--- config.mk ---
export PLATFORM = sky130hd
export DESIGN_NAME = sdp_x_mul_core_chn_out_rsci_skid
export DESIGN_NICKNAME = d
export VERILOG_FILES = /design/src/rtl/sdp_x_mul_core_chn_out_rsci_skid.sv
export SDC_FILE = /design/constraint.sdc
export NUM_CORES = 1
export LEC_CHECK = 0
export BUFFER_PORTS_ARGS = -buffer_cell sky130_fd_sc_hd__buf_4
export CAP_MARGIN = 0
export CORE_ASPECT_RATIO = 0.7
export CORE_MARGIN = 3
export CORE_UTILIZATION = 54
export DETAILED_ROUTE_END_ITERATION = 10
export PLACE_DENSITY = 0.8
export SETUP_SLACK_MARGIN = 0.4
export SYNTH_ARGS = -nofsm -noshare
export SYNTH_HDL_FRONTEND = slang
export SYNTH_SLANG_ARGS = --single-unit
--- constraint.sdc ---
create_clock -name nvdla_core_clk -period 3.01 [get_ports nvdla_core_clk]
set_clock_uncertainty 0.2 [all_clocks]
set_input_delay 0.602 -clock nvdla_core_clk [delete_from_list [all_inputs] [get_ports nvdla_core_clk]]
set_output_delay 0.602 -clock nvdla_core_clk [all_outputs]
set_load 0.05 [all_outputs]
--- src/rtl/sdp_x_mul_core_chn_out_rsci_skid.sv ---
// ---------------------------------------------------------------------------
// sdp_x_mul_core_chn_out_rsci_skid
//
// Output-side ready/valid interface of the SDP X multiplier core. Each core
// push drops one result word into a DEPTH-entry skid FIFO; the head of the
// FIFO is presented downstream on chn_out_rsc_z / chn_out_rsc_lz and taken
// when chn_out_rsc_vz is high. Back-pressure goes back to the core stall
// logic through chn_out_rsci_bawt / chn_out_rsci_wen_comp.
//
// Handshake: a downstream transfer happens on a rising edge where lz=1 and
// vz=1. lz depends only on registered occupancy, is never retracted before a
// transfer, and z is held constant while lz=1 and vz=0.
//
// Parameters
//   WIDTH  data word width
//   DEPTH  skid entries, 1..4
//   RSCID  resource id, informational only
//
// Ports
//   nvdla_core_clk             core clock, rising edge
//   nvdla_core_rstn            asynchronous active-low reset
//   chn_out_rsc_z      [W]     head-of-FIFO data to downstream
//   chn_out_rsc_lz             downstream valid (FIFO non-empty)
//   chn_out_rsc_vz             downstream ready
//   core_wen                   core global enable
//   core_wten                  core was stalled last cycle
//   chn_out_rsci_oswt          current core state needs this channel
//   chn_out_rsci_iswt0         core issues a write this state
//   chn_out_rsci_ld_core_psct  core write strobe (pre-stall)
//   chn_out_rsci_d     [W]     core result word
//   chn_out_rsci_bawt          buffer can accept a word
//   chn_out_rsci_wen_comp      channel allows the core to advance
//   chn_out_rsci_cnt   [3]     FIFO occupancy, 0..DEPTH
// ---------------------------------------------------------------------------
module sdp_x_mul_core_chn_out_rsci_skid #(
    parameter int WIDTH = 256,
    parameter int DEPTH = 2,
    parameter int RSCID = 16
) (
    input  logic             nvdla_core_clk,
    input  logic             nvdla_core_rstn,
    output logic [WIDTH-1:0] chn_out_rsc_z,
    output logic             chn_out_rsc_lz,
    input  logic             chn_out_rsc_vz,
    input  logic             core_wen,
    input  logic             core_wten,
    input  logic             chn_out_rsci_oswt,
    input  logic             chn_out_rsci_iswt0,
    input  logic             chn_out_rsci_ld_core_psct,
    input  logic [WIDTH-1:0] chn_out_rsci_d,
    output logic             chn_out_rsci_bawt,
    output logic             chn_out_rsci_wen_comp,
    output logic [2:0]       chn_out_rsci_cnt
);

    localparam int         PW        = (DEPTH > 1) ? $clog2(DEPTH) : 1;
    localparam logic [2:0] DEPTH_CNT = 3'(DEPTH);
    localparam logic [PW-1:0] PTR_LAST = PW'(DEPTH - 1);

    generate
        if (DEPTH < 1 || DEPTH > 4 || RSCID < 0) begin : g_bad_param
            $error("sdp_x_mul_core_chn_out_rsci_skid: DEPTH must be 1..4, RSCID >= 0");
        end
    endgenerate

    logic [WIDTH-1:0] entry [DEPTH];
    logic [PW-1:0]    rd_ptr;
    logic [PW-1:0]    wr_ptr;
    logic [2:0]       count;

    logic push_req;
    logic push;
    logic pop;
    logic not_full;

    // A push while the core was stalled last cycle is a replay of a word that
    // was already offered, so it is dropped to avoid duplicate entries.
    assign push_req = chn_out_rsci_ld_core_psct & chn_out_rsci_iswt0 &
                      core_wen & ~core_wten;

    // Acceptance is decided from the registered count only: a full buffer
    // refuses the push even if a pop frees a slot in the same cycle, which
    // keeps vz out of the core stall path.
    assign not_full = (count < DEPTH_CNT);
    assign push     = push_req & not_full;
    assign pop      = chn_out_rsc_lz & chn_out_rsc_vz;

    assign chn_out_rsc_lz        = (count != 3'd0);
    assign chn_out_rsc_z         = entry[rd_ptr];
    assign chn_out_rsci_bawt     = not_full;
    assign chn_out_rsci_wen_comp = ~chn_out_rsci_oswt | not_full;
    assign chn_out_rsci_cnt      = count;

    always_ff @(posedge nvdla_core_clk or negedge nvdla_core_rstn) begin
        if (!nvdla_core_rstn) begin
            count  <= 3'd0;
            rd_ptr <= '0;
            wr_ptr <= '0;
            for (int i = 0; i < DEPTH; i++) begin
                entry[i] <= '0;
            end
        end else begin
            if (push) begin
                entry[wr_ptr] <= chn_out_rsci_d;
                // Explicit wrap so non-power-of-2 depths cycle 0..DEPTH-1.
                wr_ptr <= (wr_ptr == PTR_LAST) ? '0 : wr_ptr + 1'b1;
            end
            if (pop) begin
                rd_ptr <= (rd_ptr == PTR_LAST) ? '0 : rd_ptr + 1'b1;
            end
            count <= count + 3'(push) - 3'(pop);
        end
    end

endmodule

==> summary.md, run 1 <==
| Metric | Value |
|---|---|
| Synth Warn # | `0` |
| Die span in y | `176 um` |
| Slew HR | `56.8%` |
| Leak Pwr | `14.7 nW` |
| TritonCTS buffer count | `49` |
| Initial DRC Count | `543` |
| Placeable core area | `0.0402 mm^2` |
| Final setup fails | `0` |
| H-tree depth | `2` |
| Worst-path cell chain | `buf_12 > buf_16 > mux2_2 > buf_4` |
| Die Area | `0.0439 mm^2` |
| Leading area contributor after synthesis | `dfrtp_1` |
| Netlist cell types | `20` |
| PwrDens | `1250 mW/mm^2` |
| Final net count | `2203` |
| Crit path DAT | `2.00 ns` |
| DR pass1 iterations | `4` |
| Compound-cell area share of the yosys netlist | `0%` |
| Pin count of the biggest net entering global routing | `96` |
| Worst-skew pair later-pin latency | `0.55 ns` |
| Port Buffers | `525` |
| R2R setup slack | `0.62 ns` |
| Final ANT Viol Nets | `0` |
| RSZ-0062 raised after global routing | `yes` |
| Post-synthesis sequential area ratio | `57.9%` |
| Crit Path Class | `flop to output port` |
| TritonCTS clock tree | `built` |
| Total track usage | `25.3%` |
| Rows | `61` |
| Fill cells | `2617` |
| Total power | `0.0363 W` |
| Max_cap viols | `0` |
| Via-to-Cell Ratio | `5.42` |
| Mapped Area | `0.0223 mm^2` |
| Worst path slowest cell | `dfrtp_4` |
| Worst hold margin | `0.0736 ns` |
| Final Hold Fails | `0` |
| Synth Area in Adders | `0.258%` |
| Startpoint type of the worst setup path | `flop` |
| Clock-pin slew on the worst setup and hold paths | `0.07 ns` |
| Pre-CTS setup slack | `0.397 ns` |
| Fin worst setup slack | `0.210 ns` |
| Total wire length | `56900 um` |
| Die Wd | `249 um` |
| Placer Congestion | `0.812` |
| Final setup TNS | `0 ns` |
| Post-DP HPWL | `39900 um` |
| Syn_area_per_cell | `16.1 um^2` |
| # clock sinks | `517` |
| Syn_nets | `1658` |
| Dpl cell area | `0.0270 mm^2` |
| Root buffer cell | `clkbuf_16` |
| Post-Syn Instances | `1390` |
| Starting density of the core | `55.5%` |
| Worst path required time | `2.21 ns` |
| Dominant cells by area after synthesis | `dfrtp_1 (58%), mux2_2 (27%), mux2_1 (12%)` |
| Post-synth top area share | `57.9%` |
| Design area | `0.0290 mm^2` |
| I/O Pins | `526` |
| Synth Area in XOR/XNOR | `0.118%` |
| Share of cells above drive strength 1 | `60.7%` |
| Largest family of logic cells by synthesized area | `multiplexers` |
| Max Fanout on Critical Path | `24` |
| Worst vdd ir | `870 uV` |
| Status | `complete, no violations` |
| Setup crit end kind | `output port` |
| Number of global-route vias before repair | `15.1k` |
| Fin crit period | `2.80 ns` |
| Worst Hold Class | `input port to flop` |
| Average wire per standard cell | `22.7 um` |
| Slew Viols, Final | `0` |
| Period utilisation layout | `93.0%` |
| DRC | `0` |
| Worst stage delay on the critical path | `0.45 ns` |
| Maximum clock rate | `357 MHz` |
| Via count | `13.6k` |
| Synth Register Bits | `517` |
| Slew at the pin with the worst max-slew slack | `0.647 ns` |
| Simple-gate portion of the synthesized area | `0.314%` |
| First-pass GRT wire length | `87600 um` |
| Clk buf depth | `3` |
| Post-synthesis mux area share | `38.7%` |
| Grt total ovfl | `0` |
| Synth-to-layout area growth | `29.9%` |
| Initial antenna violation count | `3` |
## what timing repair did
action / CTS / global route
resized for setup: 27 / 0
setup buffers: 4 / 1
endpoints found under the hold margin: 53 / 0
endpoints found under the setup margin: 256 / 255
hold buffers: 1 / 0
cloned: 3 / 3
## through the flow
step / util, % / instances
6_report: 72.1 / 2508
5_1_grt: 72.1 / 2506
4_1_cts: 71.9 / 2501
3_5_place_dp: 67.2 / 2407
3_3_place_gp: 67.2 / 2407
2_1_floorplan: - / 1390
## cell usage in the layout, fill, tap and decap left out, types with 2 or more instances in the layout
cell and count:
mux2_2 528, buf_4 525, dfrtp_1 513, mux2_1 240, clkbuf_16 52, buf_12 24
buf_6 17, clkbuf_1 10, clkinv_2 9, clkbuf_8 8, buf_16 8, bufinv_16 5
clkinvlp_4 4, diode_2 3, inv_2 3, dfrtp_2 3, inv_1 2, xnor2_1 2
nand2_1 2, ha_1 2
## Yosys cell counts
cell type	n
nor2_1	1
buf_1	1
or3_1	1
or2_2	1
buf_4	42
nand4b_4	1
buf_6	8
xnor2_1	2
ha_1	3
nor3_4	1
mux2_1	240
mux2_2	528
inv_1	5
dfrtp_1	517
nand2_1	2
and2_1	1
fa_1	1
buf_2	31
xor2_1	1
clkbuf_1	3
## power by group
group          internal (W)  switching (W)  total, W  leakage (nW)
clock               0.00362        0.00259   0.00621         0.784
sequential          0.00992        0.00142    0.0113          6.84
combinational       0.00728         0.0115    0.0188          7.12
total                0.0208         0.0155    0.0363          14.7
## area by class of cell
| class | count | area [um^2] | area share, % |
|---|---|---|---|
| Clock inverter | 19 | 234 | 0.807 |
| Multi-Input combinational cell | 783 | 8830 | 30.4 |
| Timing Repair Buffer | 579 | 4930 | 17.0 |
| Inverter | 5 | 18.8 | 0.0647 |
| Tap cell | 535 | 669 | 2.31 |
| Sequential cell | 517 | 12900 | 44.6 |
| Clock buffer | 67 | 1370 | 4.74 |
| Antenna cell | 3 | 7.51 | 0.0259 |
## worst max-delay path, delay by kind of cell, from the launching register on
kind,cells,cell delay [ns]
mux,1,0.37
flops,1,0.45
buf+inv,3,0.59
## final timing paths
kind                                      from             endpoint  depth (start not counted)
max reg2reg                chn_out_rsci_cnt[2]  chn_out_rsci_cnt[2]                          9
min                         chn_out_rsci_d[81]           entry[337]                          2
max                                     rd_ptr    chn_out_rsc_z[14]                          4
min reg2reg                         entry[400]           entry[400]                          1
min in group asynchronous      nvdla_core_rstn           entry[161]                          2
max in group asynchronous      nvdla_core_rstn            entry[64]                          4
## layer usage
layer / part of all wire [%] / vias to the layer above / track usage, % / wire length (um)
met5: 0.060 / - / 0 / 34
met4: 4.0 / 4 / 9.03 / 2260
met3: 7.0 / 126 / 7.85 / 3960
met2: 49 / 348 / 43.0 / 27900
met1: 40 / 7041 / 31.0 / 22700
li1: - / 6084 / - / -
## registers in the layout (all words and copies together), names as in the netlist
signal,count
chn_out_rsci_cnt,3
rd_ptr,1
wr_ptr,1
entry,512
## kinds of logic (layout without fill, tap and decap cells)
logic type    after synthesis  in the layout
mux                       768            768
flops                     517            517
buf+inv                    90            670
simple gates                8              8
fa+ha+maj                   4              4
xor+xnor                    3              3
other cells                 0              3
Power figures use the tool's default switching activity.
==> run 2: changes to the inputs <==
Settings changed: CORE_UTILIZATION 54 to 56, CTS_BUF_LIST set to sky130_fd_sc_hd__clkbuf_2, PLACE_DENSITY 0.8 to 0.83.
==> run 2 against run 1 <==
Compared with the run above: the flow now finishes with violations (setup timing); sequential share of layout area is 4.0 points lower; maximum frequency shrank 14%; sequential cell count unchanged; global-route usage up 5.3 points; setup slack got worse by 0.45 ns; routed wire length rose by 20%; register-to-register slack worse by 0.18 ns; largest power group unchanged.
==> summary.md, run 2 (synthesized netlist as in run 1, its figures left out) <==
| Metric | Value |
|---|---|
| Worst path slowest cell | `dfrtp_4` |
| FF-to-FF path depth | `10 (+1)` |
| I/O Pins | `526 (unchanged)` |
| CP startpoint | `rd_ptr` |
| Clock-pin slew on the worst setup and hold paths | `0.14 ns (+0.07 ns)` |
| Max_cap viols | `0 (unchanged)` |
| Fill cells | `1861 (-29%)` |
| Worst Hold Class | `input port to flop` |
| Share of cells above drive strength 1 | `55.3% (-5.3 points)` |
| Worst hold margin | `0.141 ns (+0.0670 ns)` |
| Max FFs per register | `512 (unchanged)` |
| Final setup fails | `255 (+255)` |
| Via-to-Cell Ratio | `5.43 (+0.19%)` |
| Commonest non-fill, non-tap cells in the layout | `dfrtp_1 (513), mux2_2 (459), buf_4 (427)` |
| Starting density of the core | `57.4% (+1.9 points)` |
| Number of global-route vias before repair | `17.9k (+19%)` |
| Worst r2r dst | `chn_out_rsci_cnt[2]` |
| H-tree depth | `3 (+1)` |
| DR pass1 iterations | `5 (+1)` |
| Slew HR | `47.4% (-9.5 points)` |
| Startpoint type of the worst setup path | `flop` |
| Initial DRC Count | `734 (+35%)` |
| Pin count of the biggest net entering global routing | `107 (+11%)` |
| Status | `finished with violations` |
| Clock power share | `12.2% (-4.9 points)` |
| Final net count | `2541 (+15%)` |
| Final setup TNS | `-45.12 ns (-45.12 ns)` |
| Fin worst setup slack | `-0.235 ns (-0.446 ns)` |
| Die Area | `0.0424 mm^2 (-3.5%)` |
| R2R setup slack | `0.44 ns (-0.18 ns)` |
| Crit path DAT | `2.44 ns (+0.44 ns)` |
| TritonCTS clock tree | `built` |
| Total wire length | `68500 um (+20%)` |
| Stages on worst setup path | `4 (unchanged)` |
| RR Startpoint | `chn_out_rsci_cnt[1]` |
| Period utilisation layout | `108% (+15 points)` |
| Worst-path cell chain | `buf_12 > buf_16 > mux2_2 > buf_4` |
| Gate power share | `56.3% (+4.6 points)` |
| Worst-skew pair later-pin latency | `1.01 ns (+0.46 ns)` |
| Design area | `0.0319 mm^2 (+9.9%)` |
| Violated checks | `setup timing` |
| First-pass GRT wire length | `102000 um (+16%)` |
| Maximum clock rate | `308 MHz (-14%)` |
| Die Wd | `245 um (-1.8%)` |
| Int Pwr | `0.0201 W (-3.4%)` |
| Worst path required time | `2.21 ns (about the same)` |
| DRC | `0 (unchanged)` |
| Final ANT Viol Nets | `0 (unchanged)` |
| Pre-CTS setup slack | `0.366 ns (-0.0316 ns)` |
| Crit path max-delay family | `buffers and inverters` |
| Leak Pwr | `16.2 nW (+10%)` |
| Port Buffers | `525 (unchanged)` |
| Final Hold Fails | `0 (unchanged)` |
| Slew Viols, Final | `0 (unchanged)` |
| Seq pwr share | `31.5% (+0.3 points)` |
| Slew at the pin with the worst max-slew slack | `0.789 ns (+0.142 ns)` |
| Finished Core Util | `82.0% (+9.9 points)` |
| Max Fanout on Critical Path | `16 (-33%)` |
| Clk buf depth | `3 (unchanged)` |
| Initial antenna violation count | `8 (+5)` |
| Post-DP HPWL | `39600 um (-0.63%)` |
| PwrDens | `1160 mW/mm^2 (-7.5%)` |
| # clock sinks | `517 (unchanged)` |
| Root buffer cell | `clkbuf_2` |
| Sw Ratio | `45.5% (+2.9 points)` |
| Worst vdd ir | `1020 uV (+17%)` |
| Total track usage | `30.7% (+5.3 points)` |
| Worst Setup EP | `chn_out_rsc_z[152]` |
| Grt total ovfl | `0 (unchanged)` |
| Rows | `60 (-1.6%)` |
| Placeable core area | `0.0389 mm^2 (-3.3%)` |
| Synth-to-layout area growth | `42.8%` |
| Dpl cell area | `0.0270 mm^2 (about the same)` |
| TritonCTS buffer count | `118 (+140%)` |
| RSZ-0062 raised after global routing | `yes` |
| Fin crit period | `3.25 ns (+0.446 ns)` |
| Via count | `15.7k (+16%)` |
| Die span in y | `173 um (-1.7%)` |
| Switching Power | `0.0168 W (+8.6%)` |
| Placer Congestion | `0.807 (-0.69%)` |
| Setup crit end kind | `output port` |
| Crit Path Class | `flop to output port` |
| Top reg by flops | `entry` |
| Worst stage delay on the critical path | `0.51 ns (+0.06 ns)` |
| Average wire per standard cell | `23.6 um (+4.2%)` |
| Commonest non-fill, non-tap cell in the layout | `dfrtp_1` |
| CP bufs+invs | `3 (unchanged)` |
run 2: cell types whose count changed in the layout (fill, tap and decap cells not counted), moves of 51 or more:
cell,change
mux2_2,-69
clkbuf_16,-51
buf_4,-98
buf_6,+79
dlygate4sd3_1,+262
clkbuf_2,+174
mux2_4,+69
run 2: cell type report:
type / count / area [um^2] / share of cell area [%]
flip-flops and latches: 517 / 12900 / 40.6
multi-input cells: 783 / 9090 / 28.5
repair buffers: 848 / 8100 / 25.4
clock buffers: 174 / 871 / 2.73
well taps: 527 / 659 / 2.07
clock inverters: 37 / 181 / 0.569
inverters: 5 / 21.3 / 0.0667
diodes: 7 / 17.5 / 0.0549
run 2: timing repair:
item | in CTS | in global routing
cloned | 5 | 1
pin swaps | 3 | 0
endpoints found under the setup margin | 259 | 276
gates resized for setup | 117 | 118
buffers inserted | 10 | 0
hold buffers | 264 | 0
endpoints found under the hold margin | 996 | 0
run 2: how the worst min path moves through the flow:
stage,slack [ns],cells after the start,startpoint,end
final,0.14,3,chn_out_rsci_d[153],entry[153]
after global routing,0.005,3,chn_out_rsci_d[190],entry[446]
after detailed placement,0.27,1,entry[308],entry[308]
after floorplan,0.11,0,nvdla_core_rstn,chn_out_rsci_cnt[0]
after CTS,0.0005,3,chn_out_rsci_d[1],entry[257]
after global placement,0.26,1,entry[472],entry[472]
run 2: power by group through the flow:
| stage | clock (W) | sequential [W] | combinational, W |
|---|---|---|---|
| final | 0.00452 | 0.0116 | 0.0208 |
| after global routing | 0.00499 | 0.0119 | 0.0215 |
| after CTS | 0.00450 | 0.0113 | 0.0197 |
| after detailed placement | 0 | 0.0115 | 0.0181 |
| after global placement | 0 | 0.0112 | 0.0178 |
| after floorplan | 0 | 0.0110 | 0.0130 |
run 2: stage by stage:
stage               power (W)  instances
floorplan              0.0240       1390
global placement       0.0291       2400
detailed placement     0.0296       2400
CTS                    0.0355       2890
global route           0.0384       2897
finish                 0.0369       2898
run 2: worst register-to-register path, cell delays in order (launching register included):
cell and delay [ns]:
dfrtp_2 0.44, inv_2 0.09, ha_4 0.17, inv_4 0.04, buf_4 0.13, or2_2 0.32, ha_1 0.28, inv_1 0.04
ha_1 0.18, fa_1 0.41, xnor2_1 0.17
run 2: metal layers:
layer  part of all wire [%]  wire length (um)  track usage, %
met1                     37             25500            35.1
met2                     51             35300            53.6
met3                    6.4              4370            8.71
met4                    4.9              3370            13.8
met5                  0.031                21               0
